### src/rtl/uart_pkg.sv
// Shared UART definitions: parity encodings, receive FSM states and default oversampling.
// Used by both the Rx and Tx sides of the link.
package uart_pkg;

  localparam logic [1:0] PAR_NONE0 = 2'b00;
  localparam logic [1:0] PAR_ODD   = 2'b01;
  localparam logic [1:0] PAR_EVEN  = 2'b10;
  localparam logic [1:0] PAR_NONE3 = 2'b11;

  localparam int unsigned OVERSAMPLE_DEFAULT = 16;

  typedef enum logic [2:0] {
    StIdle,
    StStart,
    StData,
    StParity,
    StStop
  } rx_state_e;

  function automatic logic parity_enabled(logic [1:0] par);
    return (par == PAR_ODD) || (par == PAR_EVEN);
  endfunction

endpackage

### src/rtl/uart_rx_sipo_if.sv
// Receiver-side bundle: line, tick and frame controls in; character and status out.
interface uart_rx_sipo_if;

  logic       SampleTick;
  logic       SerialIn;
  logic [1:0] ParityType;
  logic       StopBits;
  logic       DataLength;
  logic [7:0] DataOut;
  logic       ParityError;
  logic       StopError;
  logic       ActiveFlag;
  logic       DoneFlag;

  modport master (
    output SampleTick, SerialIn, ParityType, StopBits, DataLength,
    input  DataOut, ParityError, StopError, ActiveFlag, DoneFlag
  );

  modport slave (
    input  SampleTick, SerialIn, ParityType, StopBits, DataLength,
    output DataOut, ParityError, StopError, ActiveFlag, DoneFlag
  );

endinterface

### src/rtl/uart_rx_sync.sv
// N-stage synchronizer for the asynchronous serial line plus a falling-edge detector.
// Everything resets to the idle (high) line level.
module uart_rx_sync #(
  parameter int unsigned Stages = 2
) (
  input  logic Clock,
  input  logic Reset,
  input  logic SerialIn,
  output logic RxS,
  output logic FallEdge
);

  logic [Stages-1:0] sync_q;
  logic              prev_q;

  always_ff @(posedge Clock) begin
    if (Reset) begin
      sync_q <= '1;
      prev_q <= 1'b1;
    end else begin
      sync_q <= {sync_q[Stages-2:0], SerialIn};
      prev_q <= sync_q[Stages-1];
    end
  end

  assign RxS      = sync_q[Stages-1];
  assign FallEdge = prev_q & ~RxS;

endmodule

### src/rtl/uart_rx_sipo.sv
// UART serial-in/parallel-out receiver: start/data/parity/stop recovery with oversampling,
// frame format latched at start-bit detection, results held until the next completed frame.
module uart_rx_sipo
  import uart_pkg::*;
#(
  parameter int unsigned OVERSAMPLE  = OVERSAMPLE_DEFAULT,
  parameter int unsigned SYNC_STAGES = 2
) (
  input  logic          Clock,
  input  logic          Reset,
  uart_rx_sipo_if.slave rx
);

  localparam int unsigned      TickW   = $clog2(OVERSAMPLE);
  localparam logic [TickW-1:0] TickMid = TickW'(OVERSAMPLE / 2 - 1);
  localparam logic [TickW-1:0] TickEnd = TickW'(OVERSAMPLE - 1);

  logic rx_s, fall_edge;

  uart_rx_sync #(
    .Stages(SYNC_STAGES)
  ) u_sync (
    .Clock   (Clock),
    .Reset   (Reset),
    .SerialIn(rx.SerialIn),
    .RxS     (rx_s),
    .FallEdge(fall_edge)
  );

  rx_state_e        state_q, state_d;
  logic [TickW-1:0] tick_q, tick_d;
  logic [2:0]       bit_q, bit_d;
  logic [7:0]       shift_q, shift_d;
  logic [1:0]       par_cfg_q, par_cfg_d;
  logic             stop_cfg_q, stop_cfg_d;
  logic             len_cfg_q, len_cfg_d;
  logic             par_pend_q, par_pend_d;
  logic             stop_pend_q, stop_pend_d;
  logic [7:0]       data_q, data_d;
  logic             par_err_q, par_err_d;
  logic             stop_err_q, stop_err_d;
  logic             done_q, done_d;
  logic             at_centre;

  // Mid-bit in START, bit centre everywhere else.
  assign at_centre = rx.SampleTick && (tick_q == ((state_q == StStart) ? TickMid : TickEnd));

  always_comb begin
    state_d     = state_q;
    tick_d      = tick_q;
    bit_d       = bit_q;
    shift_d     = shift_q;
    par_cfg_d   = par_cfg_q;
    stop_cfg_d  = stop_cfg_q;
    len_cfg_d   = len_cfg_q;
    par_pend_d  = par_pend_q;
    stop_pend_d = stop_pend_q;
    data_d      = data_q;
    par_err_d   = par_err_q;
    stop_err_d  = stop_err_q;
    done_d      = 1'b0;

    if (state_q != StIdle && rx.SampleTick && !at_centre) begin
      tick_d = tick_q + 1'b1;
    end

    unique case (state_q)
      StIdle: begin
        if (fall_edge) begin
          state_d     = StStart;
          tick_d      = '0;
          bit_d       = '0;
          shift_d     = '0;
          par_cfg_d   = rx.ParityType;
          stop_cfg_d  = rx.StopBits;
          len_cfg_d   = rx.DataLength;
          par_pend_d  = 1'b0;
          stop_pend_d = 1'b0;
        end
      end
      StStart: begin
        if (at_centre) begin
          tick_d  = '0;
          state_d = rx_s ? StIdle : StData;
        end
      end
      StData: begin
        if (at_centre) begin
          tick_d         = '0;
          shift_d[bit_q] = rx_s;
          if (bit_q == (len_cfg_q ? 3'd7 : 3'd6)) begin
            bit_d   = '0;
            state_d = parity_enabled(par_cfg_q) ? StParity : StStop;
          end else begin
            bit_d = bit_q + 3'd1;
          end
        end
      end
      StParity: begin
        if (at_centre) begin
          tick_d     = '0;
          // Bit 7 is still zero in 7-bit mode, so the full-width XOR is correct.
          par_pend_d = ((^shift_q) ^ rx_s) != (par_cfg_q == PAR_ODD);
          state_d    = StStop;
        end
      end
      StStop: begin
        if (at_centre) begin
          tick_d = '0;
          if (!rx_s) begin
            stop_pend_d = 1'b1;
          end
          if (bit_q[0] == stop_cfg_q) begin
            data_d     = shift_q;
            par_err_d  = par_pend_q;
            stop_err_d = stop_pend_q | ~rx_s;
            done_d     = 1'b1;
            state_d    = StIdle;
          end else begin
            bit_d = bit_q + 3'd1;
          end
        end
      end
      default: state_d = StIdle;
    endcase
  end

  always_ff @(posedge Clock) begin
    if (Reset) begin
      state_q     <= StIdle;
      tick_q      <= '0;
      bit_q       <= '0;
      shift_q     <= '0;
      par_cfg_q   <= PAR_NONE0;
      stop_cfg_q  <= 1'b0;
      len_cfg_q   <= 1'b0;
      par_pend_q  <= 1'b0;
      stop_pend_q <= 1'b0;
      data_q      <= '0;
      par_err_q   <= 1'b0;
      stop_err_q  <= 1'b0;
      done_q      <= 1'b0;
    end else begin
      state_q     <= state_d;
      tick_q      <= tick_d;
      bit_q       <= bit_d;
      shift_q     <= shift_d;
      par_cfg_q   <= par_cfg_d;
      stop_cfg_q  <= stop_cfg_d;
      len_cfg_q   <= len_cfg_d;
      par_pend_q  <= par_pend_d;
      stop_pend_q <= stop_pend_d;
      data_q      <= data_d;
      par_err_q   <= par_err_d;
      stop_err_q  <= stop_err_d;
      done_q      <= done_d;
    end
  end

  assign rx.DataOut     = data_q;
  assign rx.ParityError = par_err_q;
  assign rx.StopError   = stop_err_q;
  assign rx.DoneFlag    = done_q;
  // Stays high through the DoneFlag cycle even though the FSM is already idle.
  assign rx.ActiveFlag  = (state_q != StIdle) | done_q;

endmodule

### src/flat_wrapper.sv
// flat-port wrapper written by rule: the top's interface ports become plain ports
module uart_rx_sipo_flat import uart_pkg::*;
#(
  parameter int unsigned OVERSAMPLE  = OVERSAMPLE_DEFAULT,
  parameter int unsigned SYNC_STAGES = 2
)
  (Clock, Reset, rx_SampleTick, rx_SerialIn, rx_ParityType, rx_StopBits, rx_DataLength, rx_DataOut, rx_ParityError, rx_StopError, rx_ActiveFlag, rx_DoneFlag);
  uart_rx_sipo_if rx_i ();
  input  logic Clock;
  input  logic Reset;
  input wire logic [$bits(rx_i.SampleTick)-1:0] rx_SampleTick;
  input wire logic [$bits(rx_i.SerialIn)-1:0] rx_SerialIn;
  input wire logic [$bits(rx_i.ParityType)-1:0] rx_ParityType;
  input wire logic [$bits(rx_i.StopBits)-1:0] rx_StopBits;
  input wire logic [$bits(rx_i.DataLength)-1:0] rx_DataLength;
  output wire logic [$bits(rx_i.DataOut)-1:0] rx_DataOut;
  output wire logic [$bits(rx_i.ParityError)-1:0] rx_ParityError;
  output wire logic [$bits(rx_i.StopError)-1:0] rx_StopError;
  output wire logic [$bits(rx_i.ActiveFlag)-1:0] rx_ActiveFlag;
  output wire logic [$bits(rx_i.DoneFlag)-1:0] rx_DoneFlag;
  assign rx_i.SampleTick = rx_SampleTick;
  assign rx_i.SerialIn = rx_SerialIn;
  assign rx_i.ParityType = rx_ParityType;
  assign rx_i.StopBits = rx_StopBits;
  assign rx_i.DataLength = rx_DataLength;
  assign rx_DataOut = rx_i.DataOut;
  assign rx_ParityError = rx_i.ParityError;
  assign rx_StopError = rx_i.StopError;
  assign rx_ActiveFlag = rx_i.ActiveFlag;
  assign rx_DoneFlag = rx_i.DoneFlag;
  uart_rx_sipo #(.OVERSAMPLE(OVERSAMPLE), .SYNC_STAGES(SYNC_STAGES)) u_core (.Clock(Clock), .Reset(Reset), .rx(rx_i));
endmodule
### config.mk
export PLATFORM = sky130hd
export DESIGN_NAME = uart_rx_sipo_flat
export DESIGN_NICKNAME = d
export VERILOG_FILES = /design/src/rtl/uart_pkg.sv /design/src/rtl/uart_rx_sipo_if.sv /design/src/rtl/uart_rx_sync.sv /design/src/rtl/uart_rx_sipo.sv /design/src/flat_wrapper.sv
export SDC_FILE = /design/constraint.sdc
export NUM_CORES = 1
export LEC_CHECK = 0
export BUFFER_PORTS_ARGS = -buffer_cell sky130_fd_sc_hd__buf_2
export CORE_MARGIN = 4
export CORE_UTILIZATION = 47
export DETAILED_ROUTE_END_ITERATION = 10
export HOLD_SLACK_MARGIN = 0.15
export PLACE_DENSITY = 0.66
export SYNTH_ARGS = -nofsm -noshare
export SYNTH_HDL_FRONTEND = slang
export SYNTH_SLANG_ARGS = --single-unit
### constraint.sdc
create_clock -name Clock -period 2.2 [get_ports Clock]
set_input_delay 0.44 -clock Clock [delete_from_list [all_inputs] [get_ports Clock]]
set_output_delay 0.44 -clock Clock [all_outputs]
set_load 0.02 [all_outputs]
## Yosys cells after proc, flatten, opt, wreduce, memory -nomap -nowiden

Cells that the tools add are included.

- Bits in registers: 38
- Input port bits: 8
- Word-level logic and storage cells: 102

- Mux-type cells: 35
- $add $sub $neg: 2
- Bitwise operators: 7
- Reduce and logical (&&, ||, !) cells: 22
- Equal/unequal tests: 19
- Magnitude comparators: 2

Operators with widths:

| operator | number |
|---|---|
| 3-bit 2-to-1 mux | 13 |
| 4-bit 2-to-1 mux | 4 |
| 8-bit 2-to-1 mux | 2 |
| 8-bit one-hot mux with 2 select lines | 1 |
| 3-bit one-hot mux with 5 select lines | 1 |
| 2-bit by 1-bit != test with 1-bit output, second input constant | 7 |
| 3-bit one-hot mux with 3 select lines | 1 |
| 3-bit AND reduction | 3 |
| 8-bit bitwise mux | 1 |
| 4-bit one-hot mux with 2 select lines | 1 |
| 8-bit XOR reduction | 1 |
| 1-bit 2-to-1 mux | 7 |
| 7-bit AND reduction | 1 |
| 3-bit by 2-bit equality test with 1-bit output, second input constant | 2 |
| 2-bit nonzero test | 3 |
| 3-bit nonzero test | 2 |
| 5-bit AND reduction | 1 |
| 4-bit by 1-bit adder with 4-bit output, second input constant | 1 |
| 4-bit equality test | 1 |
| 1-bit logical AND | 4 |
| 3-bit by 4-bit less-than comparator with 1-bit output, second input constant | 1 |
| 2-bit != test, second input constant | 2 |
| 1-bit one-hot mux with 2 select lines | 2 |
| 4-bit AND reduction | 1 |
| 21 further kinds | 24 |

## Depth between registers and ports, before layout

Gate-level depths: netlist of run 1.

- Word-level depth: 9
- Gate-level depth with buffers: 7
- Gate-level depth less buffers: 7

## Modules after synthesis

A second synthesis of run 1 with hierarchy kept.

- Cells, all modules: 228
- Area total of the unflattened synthesis: 2021.9 sq um

Modules (own cells, without submodules):

| module | times used | area each (sq um) | cells an instance |
|---|---|---|---|
| uart_rx_sipo | 1 | 1936.9 | 221 |
| uart_rx_sync | 1 | 85.1 | 7 |

## Least setup slack after synthesis of run 1

Ideal clock, no wire load.

- Kind: flip-flop to flip-flop
- Start: register u_core.tick_q[0]
- End: register u_core.bit_q[2]
- Buffers on the path: 0
- Stages on the path, launching flop included: 7
- Arrival time: 1.685 ns
- Library setup time: 0.070 ns
- Slack: 0.444 ns
- Clock period less this slack: 1.756 ns
- Path through: dfxtp_1 > ha_1 > and4_1 > o311ai_1 > and2_4 > or4b_1 > a21oi_1

- Longest elaborated chain between the ends: 4
- Elaborated cells on any way between the ends: 5

RTL lines:

| item | line | RTL |
|---|---|---|
| from (decl) | uart_rx_sipo.sv:31 | `logic [TickW-1:0] tick_q, tick_d;` |
| from (signal assigned) | uart_rx_sipo.sv:145 | `tick_q <= tick_d;` |
| 4-bit equality test * | uart_rx_sipo.sv:46 | `assign at_centre = rx.SampleTick && (tick_q == ((state_q == StStart) ? TickMid : TickEnd));` |
| 1-bit logical AND * | uart_rx_sipo.sv:46 |  |
| 2-bit by 1-bit != test with 1-bit output (no source line) | -- |  |
| 5-bit AND reduction (no source line) * | -- |  |
| to (signal assigned) | uart_rx_sipo.sv:146 | `bit_q <= bit_d;` |
| to (decl) | uart_rx_sipo.sv:32 | `logic [2:0] bit_q, bit_d;` |

Mark *: on every way between the ends. The rest lies on a longest branch, timed or not.
A chain may end at the register's enable or synchronous reset.

## Worst setup path in the final report of run 1

- Start: register u_core.state_q[1]
- End: output port rx_ActiveFlag

- Longest elaborated chain between the ends: 2

RTL lines:

| item | line | RTL |
|---|---|---|
| from (decl) | uart_rx_sipo.sv:30 | `rx_state_e state_q, state_d;` |
| from (signal assigned) | uart_rx_sipo.sv:130 | `state_q <= StIdle;` |
| from (signal assigned) | uart_rx_sipo.sv:144 | `state_q <= state_d;` |
| 3-bit nonzero test | uart_rx_sipo.sv:165 | `assign rx.ActiveFlag = (state_q != StIdle) \| done_q;` |
| 1-bit OR | uart_rx_sipo.sv:165 |  |
| to (decl) | flat_wrapper.sv:19 | `output wire logic [$bits(rx_i.ActiveFlag)-1:0] rx_ActiveFlag;` |

Every way passes these cells.

==> flow_metrics.py, run 1 <==
metrics = {
    "worst_hold_path": {
        "min_path_type": "primary input to flop",
        "worstHoldPathCells": 2,
        "min_from": "rx_SerialIn",
        "holdPathEnd": "u_core.u_sync.sync_q[0]",
    },
    "global_routing": {
        "grt-ovfl-total": 0,
        "grt_pass1_vias": 1501,
        "antenna_found_initial": 0,
        "grt_max_degree": 29,
        "grt_pass1_wl_um": 6900,
        "grt_util_all_layers": 0.166,
    },
    "placement": {
        "io_buffer_count": 19,
        "post-dp-hpwl_um": 2750,
        "placedCellCount": 282,
        "place.gp.congestion": 0.871,
    },
    "timing": {
        "period_needed_ns": 2.12,
        "final-setup-viol-count": 0,
        "period_share": 0.962,
        "worstMarginPinSlew_ns": 0.698,
        "finClkSkew_ns": 0.00267,
        "clock.fmax_mhz": 472,
        "tns_ns": 0,
        "max_slew_margin": 0.529,
        "hold_viol": 0,
        "rsz0062_at_grt": "false",
        "drv_slew": 0,
    },
    "synthesis": {
        "syn-num-nets": 231,
        "synth_ff_type": "dfxtp_1",
        "synth_most_common_cell": "dfxtp_1",
        "synthDistinctLibCells": 56,
        "synth.avg_cell_area_um2": 9.11,
        "synthArstFlopShare": 0,
        "synthTopCellsByArea": "dfxtp_1 38%, mux2i_1 9.5%, nor2_1 5.8%",
        "yosysTopAreaCellShare": 0.380,
        "yosysSeqAreaShare": 0.380,
        "synth_cells": 220,
        "synth_warnings": 0,
        "synth_common_cells": "38 x dfxtp_1, 31 x nor2_1, 19 x mux2i_1",
        "yosys.area.top_type": "dfxtp_1",
        "synth_seq_cells": 38,
        "netlist_area_um2": 2000,
        "synth_edf_count": 0,
    },
    "clock_network": {
        "cts_tree": "yes",
        "cts-resized-gates": 0,
        "root_buffer": "clkbuf_8",
        "cts_setup_buffers": 0,
        "clk_path_buf_depth": 2,
        "cts_buffers": 5,
        "cts_num_sinks": 38,
        "postCtsHoldBufs": 0,
        "htreeDepth": 2,
        "clk_pin_slew_ns": 0.08,
        "clock_latency_ns": 0.29,
    },
    "power": {
        "power.leakage_uw": 0.000977,
        "peakVddDrop_v": 0.000384,
        "power.density_nw_per_um2": 737,
    },
    "drt": {
        "vias_per_cell": 5.50,
        "drc": 0,
        "dr.pass1.iters": 4,
        "dr.first_iter.drc_count": 146,
        "postRouteWirelength_um": 3970,
        "routedWlPerCell_um": 13.7,
        "vias": 1596,
        "ant_nets": 0,
    },
    "floorplanning": {
        "die-area_um2": 5370,
        "num_rows": 23,
        "ioPinCount": 20,
        "core_um2": 4060,
        "start_util": 0.494,
        "die_h_um": 73.3,
        "dieWidth_um": 73.3,
    },
    "finish": {
        "drive_gt1_frac": 0.196,
        "n_antenna_cell": 0,
        "areaGrowthSynthToFinish_pct": 12.9,
        "nNetsFinal": 250,
        "final-instance-count-excl-fill": 290,
    },
    "critical_path": {
        "startpoint_type": "flop",
        "crit_family": "simple AND/OR/NAND/NOR gates",
        "reg2reg_slack_ns": 0.13,
        "cp_slowest_stage_delay_ns": 0.47,
        "crit_path_max_fanout": 14,
        "rr_endpoint": "u_core.state_q[1]",
        "reg2reg_from": "u_core.state_q[2]",
        "crit_buf_inv": 2,
        "cp_slowest_cell": "dfxtp_1",
        "path_cells": "nor3_4 > buf_4 > or2b_1 > buf_2",
        "end_kind": "output port",
        "rr_worst_depth": 5,
        "criticalPathCategory": "flop to output port",
        "worstPathArrival_ns": 1.68,
        "cp.required_ns": 1.76,
    },
    "outcome": {
        "status": "complete, no violations",
    },
    "flow_run": {
        "cap_violations": 0,
    },
}
==> metal layers <==
| layer | share of wire | routed length [um] | global-route usage | up-vias |
|---|---|---|---|---|
| met3 | 0.049 | 194 | 0.0547 | 9 |
| met5 | 0 | 0 | 0 | - |
| met4 | 0.023 | 92 | 0.0738 | 0 |
| met1 | 0.49 | 1960 | 0.216 | 732 |
| li1 | - | - | - | 822 |
| met2 | 0.43 | 1720 | 0.247 | 33 |
==> final cells by class <==
cell class              instances  area (um^2)
clock buffers                   6         82.6
clock inverters                 2         60.1
fillers                       374         1800
inverters                       4         15.0
multi-input cells             164         1130
flip-flops and latches         38          761
well taps                      50         62.6
repair buffers                 26          148
==> logic make-up (layout without fill, tap and decap cells) <==
logic type / after synthesis / count (layout) / synth area share
XOR/XNOR: 16 / 16 / 0.0700
flip-flops: 38 / 38 / 0.380
buffers and inverters: 18 / 38 / 0.0550
multiplexers: 19 / 19 / 0.0949
AO/OA/AOI/OAI: 36 / 36 / 0.122
adder cells (fa/ha/maj): 3 / 3 / 0.0187
AND/OR/NAND/NOR: 90 / 90 / 0.260
==> sequential cells by signal, indices dropped and copies added (netlist names) <==
name	flops
u_core.u_sync.sync_q	2
u_core.par_cfg_q	2
u_core.par_pend_q	1
u_core.rx.DoneFlag	1
u_core.rx.DataOut	8
u_core.stop_pend_q	1
u_core.rx.StopError	1
u_core.stop_cfg_q	1
u_core.tick_q	4
u_core.state_q	3
u_core.len_cfg_q	1
u_core.u_sync.prev_q	1
u_core.bit_q	3
u_core.shift_q	8
u_core.rx.ParityError	1
==> report_power, final <==
| group | switching [uW] | internal, uW |
|---|---|---|
| Clock | 255 | 484 |
| Combinational | 120 | 87.6 |
| Sequential | 18.2 | 701 |
==> per-stage QoR <==
step	worst slack (ns)	util	hold slack (ns)	power (uW)	area (um^2)
floorplan	0.444	-	0.389	891	2000
global placement	0.240	0.522	0.393	940	2120
detailed placement	0.166	0.522	0.395	941	2120
CTS	0.0905	0.557	0.318	1670	2260
global route	0.0181	0.557	0.314	1730	2260
finish	0.0833	0.557	0.322	1670	2260
==> worst max path at each step <==
| stage | from | to | cells after the start |
|---|---|---|---|
| floorplan | u_core.tick_q[0] | u_core.bit_q[2] | 6 |
| global placement | u_core.state_q[2] | u_core.state_q[1] | 5 |
| detailed placement | u_core.state_q[2] | u_core.state_q[1] | 5 |
| CTS | u_core.state_q[1] | rx_ActiveFlag | 4 |
| global route | u_core.state_q[1] | rx_ActiveFlag | 4 |
| finish | u_core.state_q[1] | rx_ActiveFlag | 4 |
==> cells in the final DEF, fill, tap and decap left out, types with 7 or more instances in the layout <==
| cell | instances |
|---|---|
| xor2_1 | 7 |
| nand3_1 | 7 |
| buf_2 | 19 |
| nor2_1 | 31 |
| mux2i_1 | 19 |
| xnor2_1 | 9 |
| dfxtp_1 | 38 |
| nand2_1 | 9 |
| a21oi_1 | 13 |
| buf_4 | 7 |
Power figures use the tool's default switching activity.
==> run 2: changes to the inputs <==
--- a/config.mk
+++ b/config.mk
@@ -10,6 +10,7 @@
 export CORE_UTILIZATION = 47
 export DETAILED_ROUTE_END_ITERATION = 10
 export HOLD_SLACK_MARGIN = 0.15
+export MAX_ROUTING_LAYER = met4
 export PLACE_DENSITY = 0.66
 export SYNTH_ARGS = -nofsm -noshare
 export SYNTH_HDL_FRONTEND = slang
==> run 2 against run 1 <==
  * Global-route usage is 0.39 points higher
  * Maximum frequency is 0.23% lower
  * Clock power hardly changed
  * Die area stayed put
  * Sequential share of layout area stayed put
  * Total power hardly changed
  * Flip-flop and latch count stayed put
  * Clock skew hardly changed
  * Sequential power hardly changed
  * Count of clock-buffer cells in the layout stayed put
  * Setup slack worse by 0.0048 ns
  * Register-to-register slack hardly changed
  * Largest cell class unchanged
==> flow_metrics.py, run 2 (synthesized netlist as in run 1, its figures left out) <==
metrics = {
    "drt": {
        "dr.pass1.iters": 4,
        "drc": 0,
        "dr.first_iter.drc_count": 136,
        "vias_per_cell": 5.51,
        "postRouteWirelength_um": 3960,
        "routedWlPerCell_um": 13.6,
        "ant_nets": 0,
        "vias": 1597,
    },
    "worst_hold_path": {
        "min_path_type": "primary input to flop",
        "min_from": "rx_SerialIn",
        "worstHoldPathCells": 2,
    },
    "clock_network": {
        "postCtsHoldBufs": 0,
        "cts-resized-gates": 0,
        "clk_pin_slew_ns": 0.08,
        "clock_latency_ns": 0.29,
        "cts_num_sinks": 38,
        "cts_tree": "yes",
        "clk_path_buf_depth": 2,
        "cts_buffers": 5,
        "htreeDepth": 2,
        "cts_setup_buffers": 0,
        "root_buffer": "clkbuf_8",
    },
    "floorplanning": {
        "num_rows": 23,
        "die_h_um": 73.3,
        "ioPinCount": 20,
        "core_um2": 4060,
        "dieWidth_um": 73.3,
        "die-area_um2": 5370,
        "start_util": 0.494,
    },
    "timing": {
        "clock.fmax_mhz": 471,
        "tns_ns": 0,
        "period_share": 0.964,
        "hold_viol": 0,
        "finClkSkew_ns": 0.00254,
        "whs_ns": 0.323,
        "final-setup-viol-count": 0,
        "rsz0062_at_grt": "false",
        "worstMarginPinSlew_ns": 0.697,
        "period_needed_ns": 2.12,
        "max_slew_margin": 0.530,
        "drv_slew": 0,
    },
    "critical_path": {
        "cp.required_ns": 1.76,
        "end_kind": "output port",
        "crit_family": "simple AND/OR/NAND/NOR gates",
        "crit_start": "u_core.state_q[1]",
        "crit_buf_inv": 2,
        "path_cells": "nor3_4 > buf_4 > or2b_1 > buf_2",
        "cp_slowest_cell": "dfxtp_1",
        "cp_slowest_stage_delay_ns": 0.47,
        "worstSetupPathDepth": 4,
        "rr_worst_depth": 5,
        "startpoint_type": "flop",
        "worstPathArrival_ns": 1.68,
        "reg2reg_from": "u_core.state_q[2]",
        "criticalPathCategory": "flop to output port",
        "crit_path_max_fanout": 14,
    },
    "global_routing": {
        "antenna_found_initial": 0,
        "grt-ovfl-total": 0,
        "grt_max_degree": 29,
        "grt_util_all_layers": 0.170,
        "grt_pass1_vias": 1505,
        "grt_pass1_wl_um": 6890,
    },
    "finish": {
        "final-instance-count-excl-fill": 290,
        "regArea_um2": 761,
        "nFillCells": 374,
        "final_common_cell": "dfxtp_1",
        "drive_gt1_frac": 0.196,
        "nNetsFinal": 250,
        "n_antenna_cell": 0,
        "most-common-layout-cells": "38 x dfxtp_1, 31 x nor2_1, 19 x mux2i_1, 19 x buf_2, 13 x a21oi_1",
        "areaGrowthSynthToFinish_pct": 12.9,
        "multi_input_area_um2": 1130,
    },
    "placement": {
        "post-dp-hpwl_um": 2750,
        "io_buffer_count": 19,
        "place.gp.congestion": 0.886,
        "placedCellCount": 282,
    },
    "outcome": {
        "status": "complete, no violations",
    },
    "flow_run": {
        "cap_violations": 0,
    },
    "power": {
        "power.leakage_uw": 0.000977,
        "power.total_uw": 1670,
        "peakVddDrop_v": 0.000384,
        "power.density_nw_per_um2": 737,
    },
}
[run 2: cell counts in the layout (fill, tap and decap cells not counted)]
Identical to the previous run, type by type.
[run 2: worst paths after layout]
| check | end | slack, ns |
|---|---|---|
| max | rx_ActiveFlag | 0.08 |
| max reg2reg | u_core.state_q[1] | 0.14 |
| min reg2reg | u_core.u_sync.sync_q[1] | 0.41 |
| min | u_core.u_sync.sync_q[0] | 0.32 |
[run 2: layout make-up]
cell class / instances / share of cell area
Clock buffer: 6 / 0.0365
Tap cell: 50 / 0.0277
Inverter: 4 / 0.00664
Clock inverter: 2 / 0.0266
Timing Repair Buffer: 26 / 0.0653
Multi-Input combinational cell: 164 / 0.501
Sequential cell: 38 / 0.336
[run 2: routing by layer]
layer  up-vias  GRT usage  wire [um]
met2        37      0.246       1710
met5         -          -          0
met1       729      0.218       1950
met3         9     0.0451        195
met4         0     0.0799         92
li1        822          -          -
[run 2: per-stage QoR]
step | utilization | area [um^2] | setup WS, ns
after global routing | 0.557 | 2260 | 0.0217
final | 0.557 | 2260 | 0.0785
after global placement | 0.522 | 2120 | 0.240
after CTS | 0.557 | 2260 | 0.0905
after floorplan | - | 2000 | 0.444
after detailed placement | 0.522 | 2120 | 0.166
[run 2: power breakdown]
| group | leakage, uW | switching [uW] | internal, uW |
|---|---|---|---|
| sequential | 0.000307 | 18.1 | 701 |
| clock | 0.0000714 | 255 | 484 |
| combinational | 0.000598 | 121 | 87.6 |
| total | 0.000977 | 393 | 1270 |
